===== src/rtl/hssi_traffic_gen_mc.sv =====
// Multi-channel AXI-Stream packet generator for the HSSI loopback path.
// Each channel runs its own IDLE/LOAD/SEND/DONE sequencer with private length and data LFSRs.
module hssi_traffic_gen_mc #(
    parameter int          NUM_CH    = 4,
    parameter int          DATA_W    = 64,
    parameter int          LEN_W     = 14,
    parameter int          MIN_LEN   = 64,
    parameter logic [31:0] LFSR_SEED = 32'hACE1_2468
) (
    input  logic                         clk,
    input  logic                         rst_n,
    input  logic [NUM_CH-1:0]            cfg_start,
    input  logic [NUM_CH-1:0]            cfg_stop,
    input  logic [NUM_CH*32-1:0]         cfg_num_pkt,
    input  logic [NUM_CH-1:0]            cfg_len_type,
    input  logic [NUM_CH-1:0]            cfg_pattern,
    input  logic [NUM_CH*LEN_W-1:0]      cfg_pkt_len,
    output logic [NUM_CH-1:0]            tx_tvalid,
    output logic [NUM_CH*DATA_W-1:0]     tx_tdata,
    output logic [NUM_CH*(DATA_W/8)-1:0] tx_tkeep,
    output logic [NUM_CH-1:0]            tx_tlast,
    input  logic [NUM_CH-1:0]            tx_tready,
    output logic [NUM_CH-1:0]            st_busy,
    output logic [NUM_CH-1:0]            st_done,
    output logic [NUM_CH*32-1:0]         st_pkt_cnt
);

    localparam int          BYTES        = DATA_W / 8;
    localparam int          LW1          = LEN_W + 1;
    localparam logic [31:0] LEN_SEED_XOR = 32'h5A5A_5A5A;

    typedef enum logic [1:0] {
        S_IDLE,
        S_LOAD,
        S_SEND,
        S_DONE
    } state_t;

    // x^32 + x^22 + x^2 + x + 1, shifting toward the MSB
    function automatic logic [31:0] lfsr_step(input logic [31:0] s);
        return {s[30:0], s[31] ^ s[21] ^ s[1] ^ s[0]};
    endfunction

    for (genvar c = 0; c < NUM_CH; c++) begin : g_ch
        localparam logic [31:0] DATA_SEED = LFSR_SEED ^ 32'(c);
        localparam logic [31:0] LEN_SEED  = DATA_SEED ^ LEN_SEED_XOR;

        state_t            state_q, state_d;
        logic [31:0]       num_pkt_q, pkt_cnt_q, len_lfsr_q, data_lfsr_q;
        logic [LEN_W-1:0]  pkt_len_q, beats_q;
        logic              len_type_q, pattern_q, stop_q;
        logic [BYTES-1:0]  last_keep_q;
        logic [7:0]        byte_ofs_q;

        logic              start, stop, ready, valid, last_beat, hs, finish;
        logic [LEN_W-1:0]  base_len, rand_cap, new_len, new_beats, new_rem;
        logic [BYTES-1:0]  new_keep, tkeep;
        logic [DATA_W-1:0] tdata;

        assign start     = cfg_start[c];
        assign stop      = cfg_stop[c];
        assign ready     = tx_tready[c];
        assign valid     = (state_q == S_SEND);
        assign last_beat = (beats_q == LEN_W'(1));
        assign hs        = valid & ready;

        always_comb begin : len_calc
            base_len  = (pkt_len_q < LEN_W'(MIN_LEN)) ? LEN_W'(MIN_LEN) : pkt_len_q;
            rand_cap  = LEN_W'(MIN_LEN) + LEN_W'(len_lfsr_q[10:0]);
            new_len   = (len_type_q && (rand_cap < base_len)) ? rand_cap : base_len;
            new_beats = LEN_W'(({1'b0, new_len} + LW1'(BYTES - 1)) / LW1'(BYTES));
            new_rem   = new_len % LEN_W'(BYTES);
            new_keep  = '0;
            for (int unsigned j = 0; j < BYTES; j++) begin
                new_keep[j] = (new_rem == '0) || (LEN_W'(j) < new_rem);
            end
        end

        always_comb begin : fsm_next
            state_d = state_q;
            finish  = 1'b0;
            case (state_q)
                S_IDLE, S_DONE: if (start) state_d = S_LOAD;
                S_LOAD:         state_d = S_SEND;
                S_SEND: begin
                    if (hs && last_beat) begin
                        // a stop arriving on the tlast beat itself still ends the run
                        finish  = stop_q || stop ||
                                  ((num_pkt_q != '0) && (pkt_cnt_q + 32'd1 == num_pkt_q));
                        state_d = finish ? S_DONE : S_LOAD;
                    end
                end
                default:        state_d = S_IDLE;
            endcase
        end

        always_ff @(posedge clk or negedge rst_n) begin : state_reg
            if (!rst_n) state_q <= S_IDLE;
            else        state_q <= state_d;
        end

        always_ff @(posedge clk or negedge rst_n) begin : ctrl_regs
            if (!rst_n) begin
                num_pkt_q   <= '0;
                pkt_cnt_q   <= '0;
                pkt_len_q   <= '0;
                len_type_q  <= 1'b0;
                pattern_q   <= 1'b0;
                stop_q      <= 1'b0;
                beats_q     <= '0;
                last_keep_q <= '0;
                byte_ofs_q  <= '0;
                len_lfsr_q  <= LEN_SEED;
                data_lfsr_q <= DATA_SEED;
            end else begin
                case (state_q)
                    S_IDLE, S_DONE: begin
                        if (start) begin
                            num_pkt_q  <= cfg_num_pkt[c*32 +: 32];
                            pkt_len_q  <= cfg_pkt_len[c*LEN_W +: LEN_W];
                            len_type_q <= cfg_len_type[c];
                            pattern_q  <= cfg_pattern[c];
                            pkt_cnt_q  <= '0;
                            stop_q     <= 1'b0;
                        end
                    end
                    S_LOAD: begin
                        beats_q     <= new_beats;
                        last_keep_q <= new_keep;
                        byte_ofs_q  <= '0;
                        len_lfsr_q  <= lfsr_step(len_lfsr_q);
                        stop_q      <= stop_q | stop;
                    end
                    S_SEND: begin
                        stop_q <= stop_q | stop;
                        if (hs) begin
                            beats_q     <= beats_q - LEN_W'(1);
                            byte_ofs_q  <= byte_ofs_q + 8'(BYTES);
                            data_lfsr_q <= lfsr_step(data_lfsr_q);
                            if (last_beat) pkt_cnt_q <= pkt_cnt_q + 32'd1;
                        end
                    end
                    default: ;
                endcase
            end
        end

        always_comb begin : beat_out
            tdata = '0;
            tkeep = '0;
            if (valid) begin
                for (int unsigned j = 0; j < BYTES; j++) begin
                    tdata[8*j +: 8] = pattern_q ? data_lfsr_q[8*(j%4) +: 8]
                                                : byte_ofs_q + 8'(j);
                end
                tkeep = last_beat ? last_keep_q : '1;
            end
        end

        assign tx_tvalid[c]                   = valid;
        assign tx_tlast[c]                    = valid & last_beat;
        assign tx_tdata[c*DATA_W +: DATA_W]   = tdata;
        assign tx_tkeep[c*BYTES +: BYTES]     = tkeep;
        assign st_busy[c]                     = (state_q == S_LOAD) || (state_q == S_SEND);
        assign st_done[c]                     = (state_q == S_DONE);
        assign st_pkt_cnt[c*32 +: 32]         = pkt_cnt_q;
    end

endmodule


===== config.mk =====
export PLATFORM = sky130hd
export DESIGN_NAME = hssi_traffic_gen_mc
export DESIGN_NICKNAME = d
export VERILOG_FILES = /design/src/rtl/hssi_traffic_gen_mc.sv
export SDC_FILE = /design/constraint.sdc
export NUM_CORES = 2
export LEC_CHECK = 0
export ABC_AREA = 1
export CAP_MARGIN = 20
export CELL_PAD_IN_SITES_DETAIL_PLACEMENT = 1
export CELL_PAD_IN_SITES_GLOBAL_PLACEMENT = 1
export CORE_ASPECT_RATIO = 0.75
export CORE_MARGIN = 4
export CORE_UTILIZATION = 40
export DETAILED_ROUTE_END_ITERATION = 10
export GPL_TIMING_DRIVEN = 0
export PLACE_DENSITY_LB_ADDON = 0.1
export SYNTH_ARGS = -nofsm -noshare
export SYNTH_HDL_FRONTEND = slang
export SYNTH_SLANG_ARGS = --single-unit

===== constraint.sdc =====
create_clock -name clk -period 3 [get_ports clk]
set_input_delay 0.75 -clock clk [delete_from_list [all_inputs] [get_ports clk]]
set_output_delay 0.75 -clock clk [all_outputs]
set_load 0.02 [all_outputs]

======== Word level (Yosys, flattened, before mapping) ========
Index checks and enable logic that the tools add are counted.
W data, S select, Z words.
storage, ports and cells
  memories kept ........................... 0
  RAM bits ................................ 0
  bits of input ports ..................... 206
  bits in read-only memories .............. 0
  logic and storage cells ................. 420
  bits in latches ......................... 0
  register bits after elaboration ......... 708
cells by class
  reductions and logical operators ........ 104
  $add $sub $neg .......................... 48
  mux-type cells .......................... 108
  shifts and indexed selects .............. 0
  $mul .................................... 0
  magnitude comparators ................... 40
  bitwise gates (word level) .............. 36
  equal/unequal tests ..................... 36
  divide/modulo/power cells ............... 0
operators with widths
  cell                     count
  $mux W32                 12
  $mux W8                  44
  $mux W64                 4
  $pmux W32 S2             4
  $mux W14                 12
  $add A32 B1 Y32 const B  4
  $add A8 B3 Y8 const B    16
  $eq A32 B32 Y1           4
  $reduce_bool A32 Y1      4
  $pmux W14 S2             4
  $add A8 B2 Y8 const B    8
  $pmux W8 S2              4
  $add A14 B3 Y15 const B  4
  $eq A14 B1 Y1 const B    4
  $logic_not A14 Y1        4
  $lt A12 B14 Y1           4
  $lt A14 B7 Y1 const B    4
  $sub A14 B1 Y14 const B  4
  $add A7 B11 Y12 const A  4
  $lt A3 B3 Y1 const A     16
  $logic_or A1 B1 Y1       44
  $add A8 B1 Y8 const B    4
  $add A8 B4 Y8 const B    4
  $reduce_and A2 Y1        16
  18 further kinds         140

======== Logic depth before layout (Yosys ltp) ========
  word-level depth ........................ 7
  gate-level depth with buffers ........... 25

======== Worst setup path after synthesis ========
Ideal clock, no wire load.
  path type ............................... reg-to-reg
  start ................................... reg g_ch[1].len_lfsr_q[6]
  end ..................................... reg g_ch[1].beats_q[9]
  stages on the path, launching flop included .. 22
  data arrival time ....................... 2.612 ns
  slack ................................... 0.315 ns
  library setup time ...................... 0.073 ns
  cell sequence ........................... dfrtp_1 > ha_1 > nand3_1 > xor2_1 > inv_1 > ha_1 > nand2_1 > inv_1 > o21ai_0 > o21ai_0 > nor2_2 > buf_2 > nand3_1 > nand2_2 > inv_2 > nor2_2 > nand2_1 > nor2_2 > nand2_1 > nand2_1 > nand3_2 > a21oi_2
between the ends
  cells in the longest elaborated chain, start to end .. 6
RTL lines
  item                    line  RTL
  start, declared         49    logic [31:0] num_pkt_q, pkt_cnt_q, len_lfsr_q, data_lfsr_q;
  start signal, assigned  131   len_lfsr_q <= lfsr_step(len_lfsr_q);
  $add A7 B11 Y12 (*)     69    rand_cap = LEN_W'(MIN_LEN) + LEN_W'(len_lfsr_q[10:0]);
  $lt A12 B14 Y1          70    new_len = (len_type_q && (rand_cap < base_len)) ? rand_cap : base_len;
  $logic_and A1 B1 Y1     70
  $mux W14 (*)            70
  $add A14 B3 Y15 (*)     71    new_beats = LEN_W'(({1'b0, new_len} + LW1'(BYTES - 1)) / LW1'(BYTES));
  $pmux W14 S2 (*)        116   case (state_q)
  end signal, assigned    128   beats_q <= new_beats;
  end signal, assigned    137   beats_q <= beats_q - LEN_W'(1);
  end, declared           50    logic [LEN_W-1:0] pkt_len_q, beats_q;
Every way passes the cells marked *; elsewhere a longest branch is shown, timed or not.
A chain may end at the register's enable or synchronous reset.

======== Worst setup path in the final report ========
  start ................................... reg g_ch[3].pkt_len_q[12]
  end ..................................... reg g_ch[3].beats_q[9]
between the ends
  cells in the longest elaborated chain, start to end .. 7
RTL lines
  item                    line  RTL
  start, declared         50
  start signal, assigned  120   pkt_len_q <= cfg_pkt_len[c*LEN_W +: LEN_W];
  $lt A14 B7 Y1           68    base_len = (pkt_len_q < LEN_W'(MIN_LEN)) ? LEN_W'(MIN_LEN) : pkt_len_q;
  $mux W14 (*)            68
  $lt A12 B14 Y1          70
  $logic_and A1 B1 Y1     70
  $mux W14 (*)            70
  $add A14 B3 Y15 (*)     71
  $pmux W14 S2 (*)        116
  end signal, assigned    128
  end signal, assigned    137
  end, declared           50
Marks and branches as above.

==> impl_metrics.env <==
export IMPL_synth_seq_cells=696
export IMPL_critPathMaxStageDelay_ps=410
export IMPL_dr_max_layer_used="met5"
export IMPL_wl_um=170000
export IMPL_place_gp_congestion=0.940
export IMPL_setup_ws_ps=-421
export IMPL_clock_path_buffers=3
export IMPL_final_seq_area_um2=17600
export IMPL_maxCapViolations=0
export IMPL_holdWs_ps=32.9
export IMPL_cts_made_buffers=78
export IMPL_cp_top_family="simple AND/OR/NAND/NOR gates"
export IMPL_synth_fp_nets=5603
export IMPL_detailedRoute_firstPassIterationCount=6
export IMPL_status="finished with violations"
export IMPL_cp_start_kind="flip-flop"
export IMPL_critical_path_endpoint_type="flip-flop"
export IMPL_clock_latency_at_the_later_pin_of_the_worst_skew_pair_ps=670
export IMPL_die_x_um=372
export IMPL_fin_nets=6586
export IMPL_worst_setup_hold_path_clk_slew_ps=60
export IMPL_fillers=11726
export IMPL_vias_in_the_first_global_route=41347
export IMPL_worst_ir_drop_vdd_mv=0.467
export IMPL_grt_start_max_net_pins=116
export IMPL_maxClockFrequency_ghz=0.292
export IMPL_worstSetupPathType="flip-flop to flip-flop"
export IMPL_ff2ff_setup_slack_ps=-420
export IMPL_cts_htree_levels=3
export IMPL_post_drt_via_cell_ratio=5.35
export IMPL_layout_drive_gt1_share_pct=28.0
export IMPL_fp_dieH_um=281
export IMPL_cp_slowest_cell="sky130_fd_sc_hd__dfrtp_1"
export IMPL_timing_worst_slew_pin_value_ps=955
export IMPL_syn_avg_cell_area_um2=7.49
export IMPL_initial_antenna_violation_count=14
export IMPL_tritoncts="built"
export IMPL_worst_clock_skew_ps=25.4
export IMPL_io_buf_count=637
export IMPL_core_area_um2=98000
export IMPL_synth_distinct_cells=50
export IMPL_period_share_pct=114
export IMPL_routedLengthMet1_um=72000
export IMPL_num_rows=99
export IMPL_timing_critical_path_required_ps=3580
export IMPL_cp_data_arrival_time_ps=4000
export IMPL_finalHoldViolations=0
export IMPL_ys_warn_count=0
export IMPL_netlist_instances=5317
export IMPL_detailedPlace_worstSlack_ps=-1380
export IMPL_met3_length_um=9770
export IMPL_groute_usage_overall_pct=28.7
export IMPL_timing_final_setup_violations=82
export IMPL_slew_viol_final=0
export IMPL_seq_area_frac_synth_pct=44.2
export IMPL_die_area_um2=105000
export IMPL_power_static_leakage_nw=26.6
export IMPL_detail_route_antenna_nets=0
export IMPL_met2WireLength_um=82300
export IMPL_p_per_area_nw_per_um2=915
export IMPL_layout_cells_most_common_list="sky130_fd_sc_hd__nand2_1, sky130_fd_sc_hd__inv_1, sky130_fd_sc_hd__dfrtp_1, sky130_fd_sc_hd__nor2_1, sky130_fd_sc_hd__clkdlybuf4s50_1"
export IMPL_cp_num_buf_inv=5
export IMPL_rsz0062_at_grt="yes"
export IMPL_violated_checks="negative setup slack"
export IMPL_hold_path_class="input port to async pin"
export IMPL_cts_num_sinks=696
export IMPL_dr_total_vias=41131
export IMPL_clock_tree_root_cell="sky130_fd_sc_hd__clkbuf_16"
export IMPL_synthToLayoutAreaGrowth_pct=41.6
export IMPL_detail_route_iter0_violations=2995
export IMPL_average_routed_wire_per_standard_cell_um=22.1
export IMPL_dp_final_hpwl_um=115000
export IMPL_drcViolationCount=0
export IMPL_syn_area_um2=39800
export IMPL_initial_utilization_pct=40.6
export IMPL_ios=638
export IMPL_crit_fanout=6
export IMPL_path_common_cell="sky130_fd_sc_hd__nand2_4"
export IMPL_layout_commonest_cell="sky130_fd_sc_hd__nand2_1"
export IMPL_grt_overflow_total=0
export IMPL_multi_input_comb_area_um2=21400
export IMPL_fin_crit_ps=3420
export IMPL_relSlewSlack_pct=36.3
export IMPL_hold_buffers=0
export IMPL_first_pass_grt_wire_length_um=237000
==> worst register-to-register path, cell delays in order, from the launching register on <==
cell and delay (ps):
sky130_fd_sc_hd__dfrtp_1 410, sky130_fd_sc_hd__inv_2 120, sky130_fd_sc_hd__nand2_4 80, sky130_fd_sc_hd__nor2_4 140
sky130_fd_sc_hd__nand2_4 110, sky130_fd_sc_hd__inv_4 90, sky130_fd_sc_hd__nor2_4 40, sky130_fd_sc_hd__inv_2 90
sky130_fd_sc_hd__ha_4 210, sky130_fd_sc_hd__nand2_4 70, sky130_fd_sc_hd__nor2_4 40, sky130_fd_sc_hd__a211oi_2 250
sky130_fd_sc_hd__nand2_2 110, sky130_fd_sc_hd__nand2_4 110, sky130_fd_sc_hd__nand2_4 80, sky130_fd_sc_hd__buf_8 140
sky130_fd_sc_hd__buf_4 150, sky130_fd_sc_hd__nand2_1 60, sky130_fd_sc_hd__nand2_1 80, sky130_fd_sc_hd__nor2_1 150
sky130_fd_sc_hd__nand2_1 140, sky130_fd_sc_hd__nand2_4 150, sky130_fd_sc_hd__nand3_1 120, sky130_fd_sc_hd__nand2_1 110
sky130_fd_sc_hd__nand3_1 120, sky130_fd_sc_hd__a21oi_2 150
==> synthesized netlist by cell type (all sizes together) <==
library cell	number	area (um^2)
a21boi	2	15.0
xor2	143	1250
o31ai	3	22.5
nand4	46	288
clkinv	6	22.5
nor3	72	360
a211oi	4	30.0
xnor2	20	175
dfrtp	556	13900
a31oi	17	106
inv	807	3030
nand3b	7	52.6
nor2	602	2340
a22oi	4	30.0
o21bai	3	22.5
or4	1	7.51
xnor3	12	270
a31o	1	8.76
o21a	2	15.0
nand3	270	1410
nor3b	6	45.0
dfstp	140	3680
nand2	1319	5070
ha	80	1000
or2	14	87.6
clkbuf	130	509
o22ai	101	632
and2	2	12.5
a21oi	274	1410
buf	121	861
nor4	32	206
o211ai	1	7.51
o21ai	468	2350
mux2	51	574
==> flip-flops by register name, summed over array words and instances (netlist names), 20 cells and up <==
signal / cells
g_ch.data_lfsr_q: 128
g_ch.len_lfsr_q: 128
g_ch.num_pkt_q: 128
g_ch.pkt_cnt_q: 128
g_ch.beats_q: 56
g_ch.pkt_len_q: 56
g_ch.last_keep_q: 32
g_ch.byte_ofs_q: 20
==> kinds of logic (layout without fill, tap and decap cells) <==
kind of cell,after synthesis,count (layout),share of synthesized area [%]
AND/OR/NAND/NOR,2371,2377,24.8
adder cells (fa/ha/maj),80,80,2.51
buffers and inverters,1064,2106,11.1
AO/OA/AOI/OAI,880,880,11.7
XOR/XNOR,175,175,4.27
multiplexers,51,51,1.44
flip-flops,696,696,44.2
other,0,11,0
==> cell type report <==
type	count	share of cell area, %
Clock inverter	27	0.551
Antenna cell	11	0.0489
Tap cell	1313	2.92
Clock buffer	118	4.18
Inverter	813	5.57
Timing Repair Buffer	907	14.6
Sequential cell	696	31.3
Multi-Input combinational cell	3563	38.0
Buffer	240	2.88
Timing Repair inverter	1	0.0200
==> path summary, 6_finish.rpt <==
path	depth (start not counted)	to	startpoint
max	25	g_ch[3].beats_q[9]	g_ch[3].pkt_len_q[12]
min	1	g_ch[1].data_lfsr_q[19]	rst_n
max reg2reg	25	g_ch[3].beats_q[9]	g_ch[3].pkt_len_q[12]
min reg2reg	2	g_ch[0].len_lfsr_q[31]	g_ch[0].len_lfsr_q[31]
max in group asynchronous	4	g_ch[0].pattern_q	rst_n
min in group clk	2	g_ch[0].len_lfsr_q[31]	g_ch[0].len_lfsr_q[31]
==> routing by layer <==
metal | up-vias | track usage, %
li1 | 18792 | -
met1 | 20751 | 39.9
met2 | 1264 | 46.6
met3 | 320 | 4.62
met4 | 4 | 7.45
met5 | - | 0
==> where the power goes <==
group	internal (mW)	switching (mW)	leakage [nW]
clock network	5.96	4.32	1.33
logic	9.71	17.1	16.9
registers	12.3	2.23	8.38
total	27.9	23.6	26.6
==> metrics by stage <==
step                TNS, ps  cell area (um^2)  instances  power, mW  util, %
floorplan                 0             39800       5317       26.2        -
global placement          -             47800       7267       33.3     48.8
detailed placement  -229280             48000       7274       34.0     49.0
CTS                   -2620             52300       7518       46.1     53.4
global route         -20540             56300       7687       54.4     57.5
finish                -8560             56300       7689       51.5     57.5
==> what timing repair did <==
item	CTS	global route
pin swaps	54	230
resized for setup	1475	940
cloned	5	10
setup endpoints to repair	444	426
setup buffers	99	156
Note: power is estimated with default switching activity, not from simulation.
